===== src/rtl/riscv_pkg.sv =====
// Shared RISC-V decode definitions: base opcodes, immediate formats and the
// XLEN-independent part of a decoded instruction.
package riscv_pkg;

  localparam logic [6:0] OP       = 7'b0110011;
  localparam logic [6:0] OP_IMM   = 7'b0010011;
  localparam logic [6:0] JALR     = 7'b1100111;
  localparam logic [6:0] LOAD     = 7'b0000011;
  localparam logic [6:0] STORE    = 7'b0100011;
  localparam logic [6:0] BRANCH   = 7'b1100011;
  localparam logic [6:0] LUI      = 7'b0110111;
  localparam logic [6:0] AUIPC    = 7'b0010111;
  localparam logic [6:0] JAL      = 7'b1101111;
  localparam logic [6:0] MISC_MEM = 7'b0001111;
  localparam logic [6:0] SYSTEM   = 7'b1110011;

  typedef enum logic [2:0] {
    IMM_I,
    IMM_S,
    IMM_B,
    IMM_U,
    IMM_J,
    IMM_NONE
  } imm_type_e;

  // Immediate and PC are XLEN wide, so they live beside this struct in the stage entry.
  typedef struct packed {
    logic [6:0] opcode;
    logic [4:0] rd;
    logic [4:0] rs1;
    logic [4:0] rs2;
    logic [2:0] funct3;
    logic [6:0] funct7;
    logic       rs1_used;
    logic       rs2_used;
    logic       rd_we;
    logic       illegal;
  } decoded_t;

endpackage


===== src/rtl/instr_field_decode.sv =====
// Combinational field decoder: raw 32-bit instruction to register indices,
// function fields, sign-extended immediate and legality.
module instr_field_decode
  import riscv_pkg::*;
#(
  parameter int XLEN      = 32,
  parameter bit SUPPORT_M = 1'b0
) (
  input  logic [31:0]     instr,
  output decoded_t        dec,
  output logic [XLEN-1:0] imm
);

  logic [6:0]         opcode;
  logic [2:0]         f3;
  logic [6:0]         f7;
  logic [5:0]         hi6;
  imm_type_e          imm_type;
  logic signed [31:0] imm32;
  logic               has_rd;
  logic               has_rs1;
  logic               has_rs2;
  logic               is_op;
  logic               known;
  logic               bad_fields;

  always_comb begin
    opcode  = instr[6:0];
    f3      = instr[14:12];
    f7      = instr[31:25];
    hi6     = instr[31:26];
    is_op   = (opcode == OP);
    has_rd  = !((opcode == STORE) || (opcode == BRANCH));
    has_rs1 = !((opcode == LUI) || (opcode == AUIPC) || (opcode == JAL));
    has_rs2 = is_op || (opcode == STORE) || (opcode == BRANCH);

    case (opcode)
      OP_IMM, LOAD, JALR, SYSTEM: imm_type = IMM_I;
      STORE:                      imm_type = IMM_S;
      BRANCH:                     imm_type = IMM_B;
      LUI, AUIPC:                 imm_type = IMM_U;
      JAL:                        imm_type = IMM_J;
      default:                    imm_type = IMM_NONE;
    endcase

    case (imm_type)
      IMM_I:   imm32 = {{20{instr[31]}}, instr[31:20]};
      IMM_S:   imm32 = {{20{instr[31]}}, instr[31:25], instr[11:7]};
      IMM_B:   imm32 = {{19{instr[31]}}, instr[31], instr[7], instr[30:25], instr[11:8], 1'b0};
      IMM_U:   imm32 = {instr[31:12], 12'b0};
      IMM_J:   imm32 = {{11{instr[31]}}, instr[31], instr[19:12], instr[20], instr[30:21], 1'b0};
      default: imm32 = '0;
    endcase
    imm = XLEN'(imm32);

    known      = 1'b1;
    bad_fields = 1'b0;
    case (opcode)
      LOAD:   bad_fields = (XLEN == 64) ? (f3 == 3'd7)
                                        : ((f3 == 3'd3) || (f3 == 3'd6) || (f3 == 3'd7));
      STORE:  bad_fields = (XLEN == 64) ? (f3 > 3'd3) : (f3 > 3'd2);
      BRANCH: bad_fields = (f3 == 3'd2) || (f3 == 3'd3);
      JALR:   bad_fields = (f3 != 3'd0);
      OP: begin
        if (f7 == 7'b0100000)
          bad_fields = !((f3 == 3'd0) || (f3 == 3'd5));
        else
          bad_fields = !((f7 == 7'b0000000) || (SUPPORT_M && (f7 == 7'b0000001)));
      end
      // RV64 shifts use a 6-bit shamt, so only instr[31:26] carries the function code.
      OP_IMM: begin
        if (f3 == 3'd1)
          bad_fields = (XLEN == 64) ? (hi6 != 6'b000000) : (f7 != 7'b0000000);
        else if (f3 == 3'd5)
          bad_fields = (XLEN == 64) ? !((hi6 == 6'b000000) || (hi6 == 6'b010000))
                                    : !((f7 == 7'b0000000) || (f7 == 7'b0100000));
      end
      MISC_MEM, SYSTEM, JAL, LUI, AUIPC: bad_fields = 1'b0;
      default: known = 1'b0;
    endcase

    dec.opcode   = opcode;
    dec.rd       = has_rd  ? instr[11:7]  : 5'd0;
    dec.rs1      = has_rs1 ? instr[19:15] : 5'd0;
    dec.rs2      = has_rs2 ? instr[24:20] : 5'd0;
    dec.funct3   = f3;
    dec.funct7   = is_op ? f7 : 7'd0;
    dec.rs1_used = has_rs1;
    dec.rs2_used = has_rs2;
    dec.rd_we    = has_rd && (instr[11:7] != 5'd0);
    dec.illegal  = (instr[1:0] != 2'b11) || !known || bad_fields;
  end

endmodule


===== src/rtl/decode_stage.sv =====
// Registered decode stage: one decoder on the input side feeding a main/skid
// entry pair so in_ready depends only on registered state and reset.
module decode_stage
  import riscv_pkg::*;
#(
  parameter int XLEN      = 32,
  parameter bit SUPPORT_M = 1'b0
) (
  input  logic            clk,
  input  logic            reset,
  input  logic            flush,
  input  logic            in_valid,
  output logic            in_ready,
  input  logic [XLEN-1:0] in_pc,
  input  logic [31:0]     in_instr,
  output logic            out_valid,
  input  logic            out_ready,
  output logic [XLEN-1:0] out_pc,
  output logic [6:0]      out_opcode,
  output logic [4:0]      out_rd,
  output logic [4:0]      out_rs1,
  output logic [4:0]      out_rs2,
  output logic [2:0]      out_funct3,
  output logic [6:0]      out_funct7,
  output logic [XLEN-1:0] out_imm,
  output logic            out_rs1_used,
  output logic            out_rs2_used,
  output logic            out_rd_we,
  output logic            out_illegal
);

  typedef struct packed {
    logic            valid;
    logic [XLEN-1:0] pc;
    logic [XLEN-1:0] imm;
    decoded_t        dec;
  } entry_t;

  decoded_t        in_dec;
  logic [XLEN-1:0] in_imm;
  entry_t          new_entry;
  entry_t          main_q, main_d;
  entry_t          skid_q, skid_d;
  logic            take_in;
  logic            drain;

  instr_field_decode #(
    .XLEN      (XLEN),
    .SUPPORT_M (SUPPORT_M)
  ) u_field_decode (
    .instr (in_instr),
    .dec   (in_dec),
    .imm   (in_imm)
  );

  assign in_ready = !skid_q.valid && !reset;

  always_comb begin
    new_entry.valid = 1'b1;
    new_entry.pc    = in_pc;
    new_entry.imm   = in_imm;
    new_entry.dec   = in_dec;

    take_in = in_valid && in_ready;
    drain   = main_q.valid && out_ready;
    main_d  = main_q;
    skid_d  = skid_q;

    if (flush) begin
      main_d.valid = 1'b0;
      skid_d.valid = 1'b0;
    end else begin
      if (drain)
        main_d.valid = 1'b0;
      // Skid is older than anything arriving now, so it always refills main first.
      if (skid_q.valid && (drain || !main_q.valid)) begin
        main_d       = skid_q;
        skid_d.valid = 1'b0;
      end else if (take_in) begin
        if (!main_q.valid || drain)
          main_d = new_entry;
        else
          skid_d = new_entry;
      end
    end
  end

  always_ff @(posedge clk) begin
    if (reset) begin
      main_q <= '0;
      skid_q <= '0;
    end else begin
      main_q <= main_d;
      skid_q <= skid_d;
    end
  end

  assign out_valid    = main_q.valid;
  assign out_pc       = main_q.pc;
  assign out_imm      = main_q.imm;
  assign out_opcode   = main_q.dec.opcode;
  assign out_rd       = main_q.dec.rd;
  assign out_rs1      = main_q.dec.rs1;
  assign out_rs2      = main_q.dec.rs2;
  assign out_funct3   = main_q.dec.funct3;
  assign out_funct7   = main_q.dec.funct7;
  assign out_rs1_used = main_q.dec.rs1_used;
  assign out_rs2_used = main_q.dec.rs2_used;
  assign out_rd_we    = main_q.dec.rd_we;
  assign out_illegal  = main_q.dec.illegal;

endmodule


===== config.mk =====
export PLATFORM = sky130hd
export DESIGN_NAME = decode_stage
export DESIGN_NICKNAME = d
export VERILOG_FILES = /design/src/rtl/riscv_pkg.sv /design/src/rtl/instr_field_decode.sv /design/src/rtl/decode_stage.sv
export SDC_FILE = /design/constraint.sdc
export NUM_CORES = 1
export LEC_CHECK = 0
export CAP_MARGIN = 20
export CORE_ASPECT_RATIO = 0.7
export CORE_MARGIN = 4
export CORE_UTILIZATION = 48
export DETAILED_ROUTE_END_ITERATION = 8
export PLACE_DENSITY = 0.86
export SETUP_SLACK_MARGIN = 0.5
export SLEW_MARGIN = 20
export SYNTH_ARGS = -nofsm -noshare
export SYNTH_HDL_FRONTEND = slang
export SYNTH_HIERARCHICAL = 1
export SYNTH_SLANG_ARGS = --single-unit

===== constraint.sdc =====
create_clock -name clk -period 1.9 [get_ports clk]
set_clock_uncertainty 0.05 [all_clocks]
set_input_delay 0.38 -clock clk [delete_from_list [all_inputs] [get_ports clk]]
set_output_delay 0.38 -clock clk [all_outputs]
set_load 0.02 [all_outputs]

==> reports/summary.txt <==
chip width = 180.5 µm
run status = finished, final reports clean
dominant cell type by area after synthesis = dfxtp_1
CTS Root Cell = clkbuf_16
CTS tree = done
overall power = 11.11 mW
hpwl dp = 20,810 µm
clk_lat worst skew = 0.51 ns
Residual DRC = 0
GRT overflow = 0
Ports = 171
first-pass GRT wire length = 52,520 µm
Detail Route Antenna Nets = 0
mean post-synth cell area = 8.453 µm²
CTS buffer count = 21
EDFF count, synth = 0
Final Cycle Share = 90.48%
Peak VDD IR = 0.5769 mV
IO Port Bufs = 170
top-area cell type share of the netlist area = 40.44%
register area share after synthesis = 40.44%
initial antenna violation count = 1
DRT iter0 DRCs = 1,251
Max Slew Vio Count = 0
WP data required = 2.21 ns
P per Cell Area = 739.3 nW/µm²
Post-DP Area = 12,330 µm²
post-route setup slack = 0.1810 ns
CP peak stage delay = 0.58 ns
Synth warnings = 6
Final Cell Area = 15,020 µm²
number of buffers and inverters on the critical path = 1
Max-Slew Margin vs Limit = 60.19%
DRT Wirelength = 37,850 µm
hold crit path type = input pin to register
DP Worst Slack = -0.6547 ns
initial core utilization = 49.70%
Synth Cell Area = 10000 µm²
CP Max Fanout = 39
FF+latch count, synth = 202
Netlist cell types = 46
Synth top cells by count = dfxtp_1 (202), nand2b_1 (202), a21oi_1 (108), nand3_1 (103), a22oi_1 (101)
Top FF cell, synth = dfxtp_1
vias in the first global route = 9,495
row count = 43
die area = 23,240 µm²
Synth Net Count = 1,252
Worst path top cell family by delay = simple AND/OR/NAND/NOR gates
Worst Path Arrival = 2.03 ns
final setup fails = 0
Clock Path Buffers = 3
die height = 128.8 µm
Final Hold Fails = 0
H-Tree Depth = 1
Worst-Margin Slew = 0.5972 ns
Clock Sinks = 202
RSZ-0062 raised after global routing = yes
synthesized instance count = 1,183
critical path class = register to register
worst path cell trace = or4b_4, buf_12, o21ai_1, a21oi_1
First-pass DRT Iterations = 6
total number of vias = 10,496
GRT Total Usage = 27.39%
max cap viols = 0
Final GP Congestion = 0.9139
Fmax = 581.7 MHz
layout cells sized above 1 = 41.40%
P_leak = 5.900 nW
hold buffer count at CTS = 0
WL/cell = 22.41 µm
main area contributors after synthesis = dfxtp_1 (40%), nand2b_1 (13%), a22oi_1 (7.6%)
fin nets = 1,474
Crit. End Element = register
total core area = 20,120 µm²
Worst path slowest cell = or4b_4
via-per-instance ratio = 6.214
Area Growth Syn to Fin = 50.23%
Tmin final = 1.719 ns
startpoint types = register
Synth async-reset ratio = 0%
largest net degree at the start of global routing = 144
Worst-path clk slew = 0.07 ns
path summary, 6_finish.rpt:
check               from         end  slack (ns)  depth (start not counted)
max          skid_q[100]  skid_q[18]        0.18                          4
max reg2reg  skid_q[100]  skid_q[18]        0.18                          4
min reg2reg   skid_q[91]  skid_q[91]        0.42                          2
min          in_instr[2]  skid_q[31]        0.28                          4
stage by stage:
step                hold WS (ns)  std cells  util (%)  setup TNS (ns)
floorplan                 0.4017       1183         -               0
global placement          0.4092       1592     61.29          -59.31
detailed placement        0.4137       1592     61.29          -61.65
CTS                       0.2670       1646     68.17               0
global route              0.2853       1688     74.64               0
finish                    0.2762       1689     74.65               0
registers in the layout (all words and copies together), names as in the netlist, 3 cells and up:
signal / flops
out_opcode: 7
out_rd: 5
out_rs2: 5
out_imm: 32
out_funct3: 3
skid_q: 101
out_pc: 32
out_funct7: 7
out_rs1: 5
tightest hold or removal path, stage by stage:
cell and delay (ns):
buf_6 0.12, buf_4 0.16, nand3_1 0.07, a21oi_1 0.05
layout make-up:
type | count | area [µm²]
Clock inverter | 12 | 175.2
Sequential cell | 202 | 4187
Multi-Input combinational cell | 838 | 6081
Inverter | 3 | 11.26
Fill cell | 1341 | 5100
Tap cell | 270 | 337.8
Timing Repair Buffer | 339 | 3681
Clock buffer | 24 | 546.8
Antenna cell | 1 | 2.502
kinds of logic after synthesis:
logic type             count (synthesis)  share of synthesized area [%]
XOR/XNOR                               1                        0.08760
AND/OR/NAND/NOR                      386                          22.54
buffers and inverters                144                          8.221
flip-flops                           202                          40.44
AO/OA/AOI/OAI                        450                          28.72
placed cells by master, fill, tap and decap left out, drive strengths merged, types with 2 or more instances in the layout:
master,count
nor4b,2
dfxtp,202
o31ai,100
dlygate4sd2,3
clkbuf,31
clkdlybuf4s15,2
inv,5
o21ai,107
nor2,15
clkdlybuf4s50,55
dlymetal6s2s,2
a22oi,101
a21o,19
and2b,4
nand2b,203
nand2,9
clkinvlp,2
nor3,7
and2,25
or4,2
a22o,4
nor2b,8
a21oi,111
nand3,103
buf,269
clkinv,4
nor4,2
bufinv,4
where the power goes:
group	internal, mW	switching [mW]	leakage [nW]
clock	2.63	1.81	0.351
sequential	4.45	0.150	1.69
combinational	0.999	1.07	3.86
total	8.08	3.03	5.90
timing repair:
| action | in CTS | in global routing |
|---|---|---|
| setup endpoints to repair | 302 | 289 |
| pin swaps | 22 | 28 |
| setup buffers | 12 | 31 |
| gates resized for setup | 612 | 354 |
| gates cloned | 6 | 11 |
routing by layer:
layer	global-route usage (%)	up-vias	wire, µm
li1	-	4713	-
met2	43.87	576	17700
met3	6.329	86	3652
met1	38.05	5119	15570
met4	6.444	2	915
met5	0	-	13
Note: power is estimated with default switching activity, not from simulation.
